--- src/rtl/sram_cmd_engine_if.sv ---
// UART byte stream and SRAM driver signals seen by sram_cmd_engine.
// master is the engine side; slave is the uart/driver side.
interface sram_cmd_engine_if #(
  parameter int ADDR_W = 13,
  parameter int DATA_W = 8
);
  logic [7:0]        rx_data;
  logic              rx_valid;
  logic [7:0]        tx_data;
  logic              tx_start;
  logic              tx_ready;
  logic [ADDR_W-1:0] ram_address;
  logic [DATA_W-1:0] ram_data_write;
  logic [DATA_W-1:0] ram_data_read;
  logic              ram_re;
  logic              ram_start;
  logic              ram_ready;

  modport master (
    input  rx_data, rx_valid, tx_ready, ram_data_read, ram_ready,
    output tx_data, tx_start, ram_address, ram_data_write, ram_re, ram_start
  );

  modport slave (
    output rx_data, rx_valid, tx_ready, ram_data_read, ram_ready,
    input  tx_data, tx_start, ram_address, ram_data_write, ram_re, ram_start
  );
endinterface

--- src/rtl/sram_cmd_engine.sv ---
// Serial SRAM command engine: 5-byte command frames in, SRAM driver accesses,
// 4-byte big-endian replies out, with bursts, frame timeout and sticky status.
module sram_cmd_engine #(
  parameter int ADDR_W        = 13,
  parameter int DATA_W        = 8,
  parameter int LEN_W         = 16,
  parameter int FRAME_TIMEOUT = 1000000
) (
  input  logic              clk,
  input  logic              rstn,
  sram_cmd_engine_if.master bus,
  output logic              busy,
  output logic [3:0]        status
);
  localparam int TO_W = $clog2(FRAME_TIMEOUT + 1);

  localparam logic [7:0] CMD_ADDR       = 8'h01;
  localparam logic [7:0] CMD_LOAD       = 8'h02;
  localparam logic [7:0] CMD_WRITE      = 8'h03;
  localparam logic [7:0] CMD_READ       = 8'h04;
  localparam logic [7:0] CMD_READ_REQ   = 8'h05;
  localparam logic [7:0] CMD_COUNT      = 8'h06;
  localparam logic [7:0] CMD_BURST_READ = 8'h08;
  localparam logic [7:0] CMD_BURST_FILL = 8'h09;
  localparam logic [7:0] CMD_MODE       = 8'h0A;
  localparam logic [7:0] CMD_STATUS     = 8'h0B;

  // Start cycle plus two guard cycles during which ram_ready is not trusted.
  localparam logic [1:0] RAM_HOLD = 2'd3;

  typedef enum logic [2:0] {
    S_IDLE     = 3'd0,
    S_DECODE   = 3'd1,
    S_RAM_REQ  = 3'd2,
    S_RAM_WAIT = 3'd3,
    S_TX_LOAD  = 3'd4,
    S_TX_WAIT  = 3'd5
  } state_t;

  state_t            state_reg;
  logic              busy_reg;
  logic [2:0]        byte_cnt_reg;
  logic [7:0]        cmd_reg;
  logic [31:0]       arg_reg;
  logic [TO_W-1:0]   idle_cnt_reg;
  logic [ADDR_W-1:0] address_reg;
  logic [DATA_W-1:0] wdata_reg;
  logic [DATA_W-1:0] rdata_reg;
  logic [31:0]       count_reg;
  logic [LEN_W-1:0]  len_reg;
  logic [31:0]       reply_reg;
  logic [1:0]        tx_idx_reg;
  logic              tx_seen_low_reg;
  logic [1:0]        ram_hold_reg;
  logic              ram_re_reg;
  logic              ram_start_reg;
  logic              tx_start_reg;
  logic [7:0]        tx_data_reg;
  logic              mode_reg;

  logic              frame_expired;
  logic              rx_accept;
  logic              rx_drop;
  logic              frame_done;
  logic              cmd_known;
  logic [2:0]        status_set;
  logic              status_clr;
  logic [2:0]        sticky_flags;
  logic [LEN_W-1:0]  arg_len;

  assign frame_expired = (byte_cnt_reg != 3'd0) && (idle_cnt_reg == TO_W'(FRAME_TIMEOUT));
  assign rx_accept     = bus.rx_valid && !busy_reg;
  assign rx_drop       = bus.rx_valid && busy_reg;
  assign frame_done    = rx_accept && (byte_cnt_reg == 3'd4) && !frame_expired;
  assign arg_len       = arg_reg[LEN_W-1:0];

  // Frame assembly; a byte landing on the expiry cycle restarts the frame.
  always_ff @(posedge clk or negedge rstn) begin
    if (!rstn) begin
      byte_cnt_reg <= 3'd0;
      cmd_reg      <= 8'h00;
      arg_reg      <= 32'h0;
      idle_cnt_reg <= '0;
    end else begin
      if (rx_accept || frame_expired) begin
        idle_cnt_reg <= '0;
      end else if (byte_cnt_reg != 3'd0) begin
        idle_cnt_reg <= idle_cnt_reg + TO_W'(1);
      end
      if (rx_accept) begin
        if (frame_expired || byte_cnt_reg == 3'd0) begin
          cmd_reg      <= bus.rx_data;
          byte_cnt_reg <= 3'd1;
        end else begin
          arg_reg      <= {arg_reg[23:0], bus.rx_data};
          byte_cnt_reg <= (byte_cnt_reg == 3'd4) ? 3'd0 : byte_cnt_reg + 3'd1;
        end
      end else if (frame_expired) begin
        byte_cnt_reg <= 3'd0;
      end
    end
  end

  always_comb begin
    cmd_known = 1'b0;
    case (cmd_reg)
      CMD_ADDR, CMD_LOAD, CMD_WRITE, CMD_READ, CMD_READ_REQ, CMD_COUNT,
      CMD_BURST_READ, CMD_BURST_FILL, CMD_MODE, CMD_STATUS: cmd_known = 1'b1;
      default: cmd_known = 1'b0;
    endcase
  end

  assign status_set = {(state_reg == S_DECODE) && !cmd_known, frame_expired, rx_drop};
  assign status_clr = (state_reg == S_DECODE) && (cmd_reg == CMD_STATUS);

  // A set in the same cycle as a STATUS clear survives into the next report.
  genvar gi;
  generate
    for (gi = 0; gi < 3; gi++) begin : g_sticky
      logic flag_reg;
      always_ff @(posedge clk or negedge rstn) begin
        if (!rstn) begin
          flag_reg <= 1'b0;
        end else begin
          flag_reg <= status_set[gi] | (flag_reg & ~status_clr);
        end
      end
      assign sticky_flags[gi] = flag_reg;
    end
  endgenerate

  always_ff @(posedge clk or negedge rstn) begin
    if (!rstn) begin
      mode_reg <= 1'b0;
    end else if (state_reg == S_DECODE && cmd_reg == CMD_MODE) begin
      mode_reg <= arg_reg[0];
    end
  end

  always_ff @(posedge clk or negedge rstn) begin
    if (!rstn) begin
      state_reg       <= S_IDLE;
      busy_reg        <= 1'b0;
      address_reg     <= '0;
      wdata_reg       <= '0;
      rdata_reg       <= '0;
      count_reg       <= 32'h0;
      len_reg         <= '0;
      reply_reg       <= 32'h0;
      tx_idx_reg      <= 2'd0;
      tx_seen_low_reg <= 1'b0;
      ram_hold_reg    <= 2'd0;
      ram_re_reg      <= 1'b0;
      ram_start_reg   <= 1'b0;
      tx_start_reg    <= 1'b0;
      tx_data_reg     <= 8'h00;
    end else begin
      ram_start_reg <= 1'b0;
      tx_start_reg  <= 1'b0;
      case (state_reg)
        S_IDLE: begin
          if (frame_done) begin
            state_reg <= S_DECODE;
            busy_reg  <= 1'b1;
          end
        end

        S_DECODE: begin
          state_reg <= S_TX_LOAD;
          reply_reg <= arg_reg;
          case (cmd_reg)
            CMD_ADDR: address_reg <= arg_reg[ADDR_W-1:0];
            CMD_LOAD: wdata_reg <= arg_reg[DATA_W-1:0];
            CMD_WRITE: begin
              reply_reg <= 32'h3;
              state_reg <= S_RAM_REQ;
            end
            CMD_READ: reply_reg <= 32'(rdata_reg);
            CMD_READ_REQ: begin
              reply_reg <= 32'h5;
              state_reg <= S_RAM_REQ;
            end
            CMD_COUNT: begin
              reply_reg <= count_reg;
              count_reg <= count_reg + 32'd1;
            end
            CMD_BURST_READ, CMD_BURST_FILL: begin
              // Fill replies N at the end; a read burst overwrites this per word.
              len_reg   <= arg_len;
              reply_reg <= 32'(arg_len);
              if (arg_len != '0) begin
                state_reg <= S_RAM_REQ;
              end
            end
            CMD_MODE: reply_reg <= arg_reg;
            CMD_STATUS: reply_reg <= {28'h0, status};
            default: reply_reg <= {24'h0, cmd_reg};
          endcase
        end

        S_RAM_REQ: begin
          if (bus.ram_ready) begin
            ram_start_reg <= 1'b1;
            ram_re_reg    <= (cmd_reg == CMD_READ_REQ) || (cmd_reg == CMD_BURST_READ);
            ram_hold_reg  <= RAM_HOLD;
            state_reg     <= S_RAM_WAIT;
          end
        end

        S_RAM_WAIT: begin
          if (ram_hold_reg != 2'd0) begin
            ram_hold_reg <= ram_hold_reg - 2'd1;
          end else if (bus.ram_ready) begin
            state_reg <= S_TX_LOAD;
            case (cmd_reg)
              CMD_WRITE: begin
                if (mode_reg) address_reg <= address_reg + ADDR_W'(1);
              end
              CMD_READ_REQ: begin
                rdata_reg <= bus.ram_data_read;
                if (mode_reg) address_reg <= address_reg + ADDR_W'(1);
              end
              CMD_BURST_READ: begin
                rdata_reg   <= bus.ram_data_read;
                reply_reg   <= 32'(bus.ram_data_read);
                address_reg <= address_reg + ADDR_W'(1);
                len_reg     <= len_reg - LEN_W'(1);
              end
              CMD_BURST_FILL: begin
                address_reg <= address_reg + ADDR_W'(1);
                len_reg     <= len_reg - LEN_W'(1);
                if (len_reg != LEN_W'(1)) state_reg <= S_RAM_REQ;
              end
              default: ;
            endcase
          end
        end

        S_TX_LOAD: begin
          if (bus.tx_ready) begin
            tx_start_reg    <= 1'b1;
            tx_data_reg     <= reply_reg[31:24];
            reply_reg       <= {reply_reg[23:0], 8'h00};
            tx_seen_low_reg <= 1'b0;
            state_reg       <= S_TX_WAIT;
          end
        end

        S_TX_WAIT: begin
          // uart_tx may keep ready high briefly after a pulse; wait for a low first.
          if (!bus.tx_ready) begin
            tx_seen_low_reg <= 1'b1;
          end else if (tx_seen_low_reg) begin
            if (tx_idx_reg == 2'd3) begin
              tx_idx_reg <= 2'd0;
              if (cmd_reg == CMD_BURST_READ && len_reg != '0) begin
                state_reg <= S_RAM_REQ;
              end else begin
                state_reg <= S_IDLE;
                busy_reg  <= 1'b0;
              end
            end else begin
              tx_idx_reg <= tx_idx_reg + 2'd1;
              state_reg  <= S_TX_LOAD;
            end
          end
        end

        default: state_reg <= S_IDLE;
      endcase
    end
  end

  assign bus.tx_data        = tx_data_reg;
  assign bus.tx_start       = tx_start_reg;
  assign bus.ram_address    = address_reg;
  assign bus.ram_data_write = wdata_reg;
  assign bus.ram_re         = ram_re_reg;
  assign bus.ram_start      = ram_start_reg;
  assign busy               = busy_reg;
  assign status             = {mode_reg, sticky_flags};
endmodule

--- src/flat_wrapper.sv ---
// flat-port wrapper written by rule: the top's interface ports become plain ports
module sram_cmd_engine_flat 
#(
  parameter int ADDR_W        = 13,
  parameter int DATA_W        = 8,
  parameter int LEN_W         = 16,
  parameter int FRAME_TIMEOUT = 1000000
)
  (clk, rstn, busy, status, bus_rx_data, bus_rx_valid, bus_tx_ready, bus_ram_data_read, bus_ram_ready, bus_tx_data, bus_tx_start, bus_ram_address, bus_ram_data_write, bus_ram_re, bus_ram_start);
  sram_cmd_engine_if #(.ADDR_W(ADDR_W), .DATA_W(DATA_W)) bus_i ();
  input  logic clk;
  input  logic rstn;
  output logic busy;
  output logic [3:0] status;
  input wire logic [$bits(bus_i.rx_data)-1:0] bus_rx_data;
  input wire logic [$bits(bus_i.rx_valid)-1:0] bus_rx_valid;
  input wire logic [$bits(bus_i.tx_ready)-1:0] bus_tx_ready;
  input wire logic [$bits(bus_i.ram_data_read)-1:0] bus_ram_data_read;
  input wire logic [$bits(bus_i.ram_ready)-1:0] bus_ram_ready;
  output wire logic [$bits(bus_i.tx_data)-1:0] bus_tx_data;
  output wire logic [$bits(bus_i.tx_start)-1:0] bus_tx_start;
  output wire logic [$bits(bus_i.ram_address)-1:0] bus_ram_address;
  output wire logic [$bits(bus_i.ram_data_write)-1:0] bus_ram_data_write;
  output wire logic [$bits(bus_i.ram_re)-1:0] bus_ram_re;
  output wire logic [$bits(bus_i.ram_start)-1:0] bus_ram_start;
  assign bus_i.rx_data = bus_rx_data;
  assign bus_i.rx_valid = bus_rx_valid;
  assign bus_i.tx_ready = bus_tx_ready;
  assign bus_i.ram_data_read = bus_ram_data_read;
  assign bus_i.ram_ready = bus_ram_ready;
  assign bus_tx_data = bus_i.tx_data;
  assign bus_tx_start = bus_i.tx_start;
  assign bus_ram_address = bus_i.ram_address;
  assign bus_ram_data_write = bus_i.ram_data_write;
  assign bus_ram_re = bus_i.ram_re;
  assign bus_ram_start = bus_i.ram_start;
  sram_cmd_engine #(.ADDR_W(ADDR_W), .DATA_W(DATA_W), .LEN_W(LEN_W), .FRAME_TIMEOUT(FRAME_TIMEOUT)) u_core (.clk(clk), .rstn(rstn), .bus(bus_i), .busy(busy), .status(status));
endmodule
--- config.mk ---
export PLATFORM = sky130hd
export DESIGN_NAME = sram_cmd_engine_flat
export DESIGN_NICKNAME = d
export VERILOG_FILES = /design/src/rtl/sram_cmd_engine_if.sv /design/src/rtl/sram_cmd_engine.sv /design/src/flat_wrapper.sv
export SDC_FILE = /design/constraint.sdc
export NUM_CORES = 1
export LEC_CHECK = 0
export CAP_MARGIN = 10
export CORE_MARGIN = 1
export CORE_UTILIZATION = 55
export CTS_CLUSTER_SIZE = 16
export DETAILED_ROUTE_END_ITERATION = 12
export PLACE_DENSITY = 0.78
export SYNTH_ARGS = -nofsm -noshare
export SYNTH_HDL_FRONTEND = slang
export SYNTH_SLANG_ARGS = --single-unit
--- constraint.sdc ---
create_clock -name clk -period 2.6 [get_ports clk]
set_clock_uncertainty 0.05 [all_clocks]
set_input_delay 0.52 -clock clk [delete_from_list [all_inputs] [get_ports clk]]
set_output_delay 0.52 -clock clk [all_outputs]
set_load 0.005 [all_outputs]
==> Word-level counts from Yosys, hierarchy flattened <==
Memories as Yosys holds them, arrays and structs flattened.
Index checks and enable logic that the tools add are counted.
{ "op_classes": {"bitwise": 9, "n_addsub": 7, "n_mux": 55, "n_reduce_logical": 48, "eq_ne": 36} }
{ "ops": {"columns": ["operator", "n"], "rows": [
  ["$pmux 32 s7", 1],
  ["$mux 32", 4],
  ["$pmux 32 s3", 1],
  ["$mux 16", 4],
  ["$mux 13", 4],
  ["$pmux 13 s2", 2],
  ["$mux 3", 15],
  ["$mux 20", 2],
  ["$add 32x1->32 const B", 1],
  ["$eq 8x4->1 const B", 4],
  ["$pmux 16 s2", 1],
  ["$reduce_bool 16->1", 2],
  ["$eq 8x3->1 const B", 3],
  ["$add 20x1->20 const B", 1],
  ["$eq 20x20->1 const B", 1],
  ["$ne 2x2->1 const B", 10],
  ["$pmux 3 s6", 1],
  ["$eq 8x2->1 const B", 2],
  ["$ne 16x1->1 const B", 1],
  ["$sub 16x1->16 const B", 1],
  ["$reduce_bool 2->1", 7],
  ["$add 13x1->13 const B", 1],
  ["$mux 1", 12],
  ["$reduce_and 2->1", 6],
  ["other kinds (31)", 68]
]} }
{ "word_totals": {"input_bits": 21, "out_inout_bits": 37, "wordCells": 179, "mem_count": 1, "register_bits": 196, "romBits": 16} }
{ "mem_list": {"columns": ["memory", "depth", "width", "read_ports", "rd_ports_with_merged_regs", "write_ports", "line_no", "rtl"], "rows": [
  ["(no name shown)", 16, 1, 1, 0, 0, "sram_cmd_engine.sv:106", "case (cmd_reg)"]
]} }

==> Logic depth before layout (Yosys ltp) <==
Gate-level depths: netlist (run 1).
{ "logic_depth": {"ltp_word": 7, "mapped_depth": 9, "mapped_depth_nobuf": 7} }

==> Worst setup path before layout (run 1) <==
No wires, ideal clock.
{ "synth_path": {"kind": "reg2reg", "from": "register u_core.idle_cnt_reg[0]", "to": "register u_core.arg_reg[10]", "path_slack_ps": 245, "synth_period_minus_slack_ps": 2355, "stages_incl_launch_ff": 9, "required_time_ps": 2425, "t_arrival_ps": 2181, "n_path_buf": 2, "setup_ps": 125, "path_cell_list": "dfrtp_1 inv_1 ha_1 or4b_2 nor3_1 or3_1 buf_2 buf_2 mux2_2"} }
{ "synth_between": {"elab_chain_cells": 5} }
{ "synth_rtl": {"columns": ["item", "line_no", "rtl"], "rows": [
  ["start: declaration", "sram_cmd_engine.sv:45", "logic [TO_W-1:0] idle_cnt_reg;"],
  ["start signal: assignment", "sram_cmd_engine.sv:88", "idle_cnt_reg <= idle_cnt_reg + TO_W'(1);"],
  ["$eq 20x20->1", "sram_cmd_engine.sv:71", "assign frame_expired = (byte_cnt_reg != 3'd0) && (idle_cnt_reg == TO_W'(FRAME_TIMEOUT));"],
  ["$logic_and 1x1->1", "sram_cmd_engine.sv:71", null],
  ["$logic_or 1x1->1", "sram_cmd_engine.sv:91", "if (frame_expired || byte_cnt_reg == 3'd0) begin"],
  ["$not 1->1 (no line)", null, null],
  ["$reduce_and 2->1 (no line)", null, null],
  ["end signal: assignment", "sram_cmd_engine.sv:95", "arg_reg <= {arg_reg[23:0], bus.rx_data};"],
  ["end: declaration", "sram_cmd_engine.sv:44", "logic [31:0] arg_reg;"]
]} }
Every way passes these cells.
A chain may end at the register's enable or synchronous reset.

==> Worst setup path in the final report (run 1) <==
{ "layout_path": {"from": "register u_core.idle_cnt_reg[0]", "to": "register u_core.arg_reg[12]"} }
Same word-level chain as after synthesis.

==> flow_metrics.py, run 1 <==
metrics = {
    "synthesis": {
        "syn_area_um2": 10100,
        "synthSimpleGateAreaFrac_pct": 18.1,
        "synthTopCellsByArea": "dfrtp_1, mux2_2, nor2_1",
        "synthAdderAreaFrac_pct": 1.24,
        "ys_types": 67,
        "synth_top_family_by_area": "simple AND/OR/NAND/NOR gates",
        "synth_top_area_cell": "dfrtp_1",
        "synth_nets": 1030,
        "muxShareOfSynthArea_pct": 8.42,
        "synthCells": 999,
        "ys.flop_type": "dfrtp_1",
        "synth_area_per_cell_um2": 10.1,
        "synthArstFlopShare_pct": 100,
        "yosys.area_share.xor_xnor_pct": 4.34,
        "ys_warn_count": 0,
        "yosysSeqAreaShare_pct": 48.6,
        "ys_ff_latch": 196,
        "synth-edff-count": 0,
        "yosysTopAreaCellShare_pct": 48.6,
        "synth-compound-area-share_pct": 15.7,
    },
    "sta": {
        "finalHoldViolCount": 0,
        "setup_viol": 0,
        "period_minus_slack_ps": 2460,
        "rsz0062_at_grt": "no",
        "period_share_pct": 94.6,
        "finalMaxSlewViolations": 0,
        "timing.fmax_ghz": 0.406,
        "finalSetupTns_ps": 0,
        "relSlewSlack_pct": 38.8,
        "holdWs_ps": 423,
        "tightest_slew_ps": 919,
    },
    "global_route": {
        "grt_pass1_wl_mm": 39.9,
        "overflow": 0,
        "grt_pass1_vias": 7562,
        "track_usage_pct": 27.7,
        "antenna_found_initial": 0,
        "grt_max_degree": 60,
    },
    "detailed_routing": {
        "wl_per_cell_um": 19.2,
        "post_drt_via_cell_ratio": 6.32,
        "ant_nets": 0,
        "wl_mm": 24.9,
        "vias": 8198,
        "first_pass_iters": 5,
        "drcViolationCount": 0,
        "drtIter0Drc": 695,
    },
    "finish": {
        "fin_nets": 1089,
        "antenna_cells": 0,
        "area_growth_pct": 15.7,
        "regArea_um2": 4900,
        "fillers": 1416,
        "final_util_pct": 65.0,
        "multiInputGateArea_um2": 4860,
        "drive_above_1_share_pct": 15.6,
        "fin_cells": 1298,
        "finalInstanceArea_um2": 11700,
    },
    "clock_tree": {
        "root_buffer": "clkbuf_16",
        "cts_buffer_depth": 2,
        "cts_sinks": 196,
        "worstSkewPairLatency_ps": 430,
        "cts_max_level": 4,
        "cts-buffers-inserted": 17,
        "post_cts_buffers": 0,
        "clk_pin_slew_worst_paths_ps": 70,
        "cts_tree": "yes",
    },
    "placed_design": {
        "dp_hpwl_mm": 17.3,
        "gp_congestion": 0.887,
        "io_buffers": 57,
        "dpl.cell_count": 1267,
        "dpl_cell_area_um2": 11100,
    },
    "power": {
        "internal-power_mw": 7.81,
        "swShare_pct": 37.0,
        "combPwrFrac_pct": 38.4,
        "power.share.sequential_pct": 41.0,
        "clkPwrFrac_pct": 20.6,
        "vdd.ir_drop.worst_mv": 0.654,
        "p_per_area_nw_per_um2": 1060,
        "p_sw_mw": 4.59,
        "leakage_nw": 4.97,
    },
    "floorplan": {
        "std_cell_rows": 49,
        "die_x_um": 137,
        "start_util_pct": 56.2,
        "die_h_um": 137,
        "io_pins": 58,
        "fp.coreArea_um2": 18000,
        "die-area_um2": 18900,
    },
    "critical_path": {
        "critPathSlowestCell": "or4b_2",
        "path_buf_inv": 2,
        "worstPathRequired_ps": 2860,
        "worstPathMaxFanout": 33,
        "crit_chain": "inv_1, ha_1, or4b_2, nor3_1, or3_1, buf_12, mux2_2",
        "startpoint_type": "flip-flop",
        "cp.depth": 7,
        "crit_arrival_ps": 2720,
        "endpoint_kind": "flip-flop",
        "crit_type": "flip-flop to flip-flop",
        "cpPeakStageDelay_ps": 600,
        "critical-path-top-delay-family": "simple AND/OR/NAND/NOR gates",
        "reg2reg_depth": 7,
    },
    "hold_path": {
        "whs_path_depth": 1,
        "hp-class": "flip-flop to flip-flop",
    },
    "outcome": {
        "status": "completed",
    },
    "flow_run": {
        "cap_viol_max_count": 0,
    },
}
## power groups by stage
stage	clock network (mW)	logic, mW	registers [mW]
after floorplan	0	3.24	4.70
after detailed placement	0	4.71	5.10
after CTS	2.59	4.74	5.05
final	2.55	4.76	5.09
after global routing	2.71	5.25	5.20
after global placement	0	4.59	5.05
## kinds of logic after synthesis
family / after synthesis
and+or+nand+nor: 358
AOI/OAI and AO/OA: 226
adders and majority gates: 10
muxes: 76
buffers and inverters: 83
DFF: 196
xor gates and xnor gates: 50
## worst reg2reg max path, delay by kind of cell, from the launching register on
family	cells	cell delay (ps)
AND/OR/NAND/NOR	3	1040
buffers and inverters	2	310
flip-flops	1	400
adder cells (fa/ha/maj)	1	140
multiplexers	1	400
## timing repair
item | CTS | global route
hold buffers | 1 | 0
endpoints found under the hold margin | 29 | 0
gates resized for setup | 0 | 1
endpoints found under the setup margin | 0 | 3
## metal layers
| layer | GRT usage [%] | vias to the layer above | routed length [um] |
|---|---|---|---|
| met2 | 43.4 | 283 | 11800 |
| met5 | 0 | - | 0 |
| met1 | 38.6 | 4087 | 11100 |
| li1 | - | 3788 | - |
| met4 | 10.4 | 0 | 531 |
| met3 | 4.75 | 40 | 1510 |
## cells in the final DEF (no fill, tap or decap), types with 25 or more instances in the layout
| master | synthesis | layout |
|---|---|---|
| dfrtp_1 | 196 | 196 |
| nor2_1 | 122 | 121 |
| mux2_2 | 71 | 71 |
| nand2_1 | 59 | 59 |
| clkdlybuf4s50_1 | 0 | 56 |
| o21ai_0 | 45 | 45 |
| a21oi_1 | 43 | 43 |
| buf_4 | 7 | 38 |
| nor3_1 | 30 | 29 |
| a22o_1 | 29 | 29 |
| nand3_1 | 28 | 28 |
| a221oi_1 | 27 | 27 |
| xnor2_1 | 25 | 25 |
| xor2_1 | 25 | 25 |
## worst paths after layout
| path | start | to | slack [ps] |
|---|---|---|---|
| min in group asynchronous | rstn | u_core.count_reg[24]$_DFFE_PN0P_ | 550 |
| setup / recovery | u_core.idle_cnt_reg[0]$_DFFE_PN0P_ | u_core.arg_reg[12]$_DFFE_PN0P_ | 140 |
| setup reg to reg | u_core.idle_cnt_reg[0]$_DFFE_PN0P_ | u_core.arg_reg[12]$_DFFE_PN0P_ | 140 |
| max in group asynchronous | rstn | u_core.reply_reg[6]$_DFFE_PN0P_ | 1210 |
| hold / removal | u_core.ram_hold_reg[0]$_DFFE_PN0P_ | u_core.ram_hold_reg[0]$_DFFE_PN0P_ | 420 |
| hold reg to reg | u_core.ram_hold_reg[0]$_DFFE_PN0P_ | u_core.ram_hold_reg[0]$_DFFE_PN0P_ | 420 |
## Yosys cell counts (3+ instances only)
library cell / instances
or3b_2: 3
dfrtp_1: 196
a22o_1: 29
o31ai_1: 3
nor2b_1: 13
mux2i_1: 5
nand4_1: 19
o22ai_1: 7
nand2b_1: 13
buf_2: 18
a21oi_1: 43
o211ai_1: 5
o21ai_0: 45
ha_1: 10
a21o_1: 5
buf_4: 7
a221oi_1: 27
a211oi_1: 7
nand3_1: 28
o22a_1: 5
and4_1: 10
nor4_1: 15
o2111ai_1: 3
and3_1: 10
or4_1: 3
o2bb2ai_1: 3
mux2_2: 71
xor2_1: 25
and2_1: 7
or3_1: 7
clkbuf_1: 34
nor2_1: 122
a31oi_1: 9
nor3b_1: 6
a2bb2oi_1: 4
nor3_2: 3
nor3_1: 30
nand2_1: 59
xnor2_1: 25
a22oi_1: 12
inv_1: 21
## layout make-up
| type | instances | area share (%) |
|---|---|---|
| clock buffers | 21 | 3.86 |
| multi-input cells | 720 | 41.6 |
| repair buffers | 102 | 8.48 |
| flip-flops and latches | 196 | 42.0 |
| clock inverters | 9 | 0.911 |
| well taps | 229 | 2.45 |
| inverters | 21 | 0.675 |
## stage by stage
step,setup WS [ps],power (mW)
6_report,140,12.4
5_1_grt,23.6,13.2
4_1_cts,104,12.4
3_5_place_dp,121,9.81
3_3_place_gp,143,9.64
2_1_floorplan,245,7.93
(Power assumes the default switching activity.)
==> run 2, diff against run 1 <==
--- a/config.mk
+++ b/config.mk
@@ -14,3 +14,4 @@
 export SYNTH_ARGS = -nofsm -noshare
 export SYNTH_HDL_FRONTEND = slang
 export SYNTH_SLANG_ARGS = --single-unit
+export TNS_END_PERCENT = 100
==> results of run 2 <==
No change in the layout: final DEF, timing and power equal those of run 1.
==> run 3, diff against run 2 <==
--- a/config.mk
+++ b/config.mk
@@ -10,6 +10,7 @@
 export CORE_UTILIZATION = 55
 export CTS_CLUSTER_SIZE = 16
 export DETAILED_ROUTE_END_ITERATION = 12
+export GPL_TIMING_DRIVEN = 1
 export PLACE_DENSITY = 0.78
 export SYNTH_ARGS = -nofsm -noshare
 export SYNTH_HDL_FRONTEND = slang
==> results of run 3 <==
No change in the layout: final DEF, timing and power equal those of run 1.
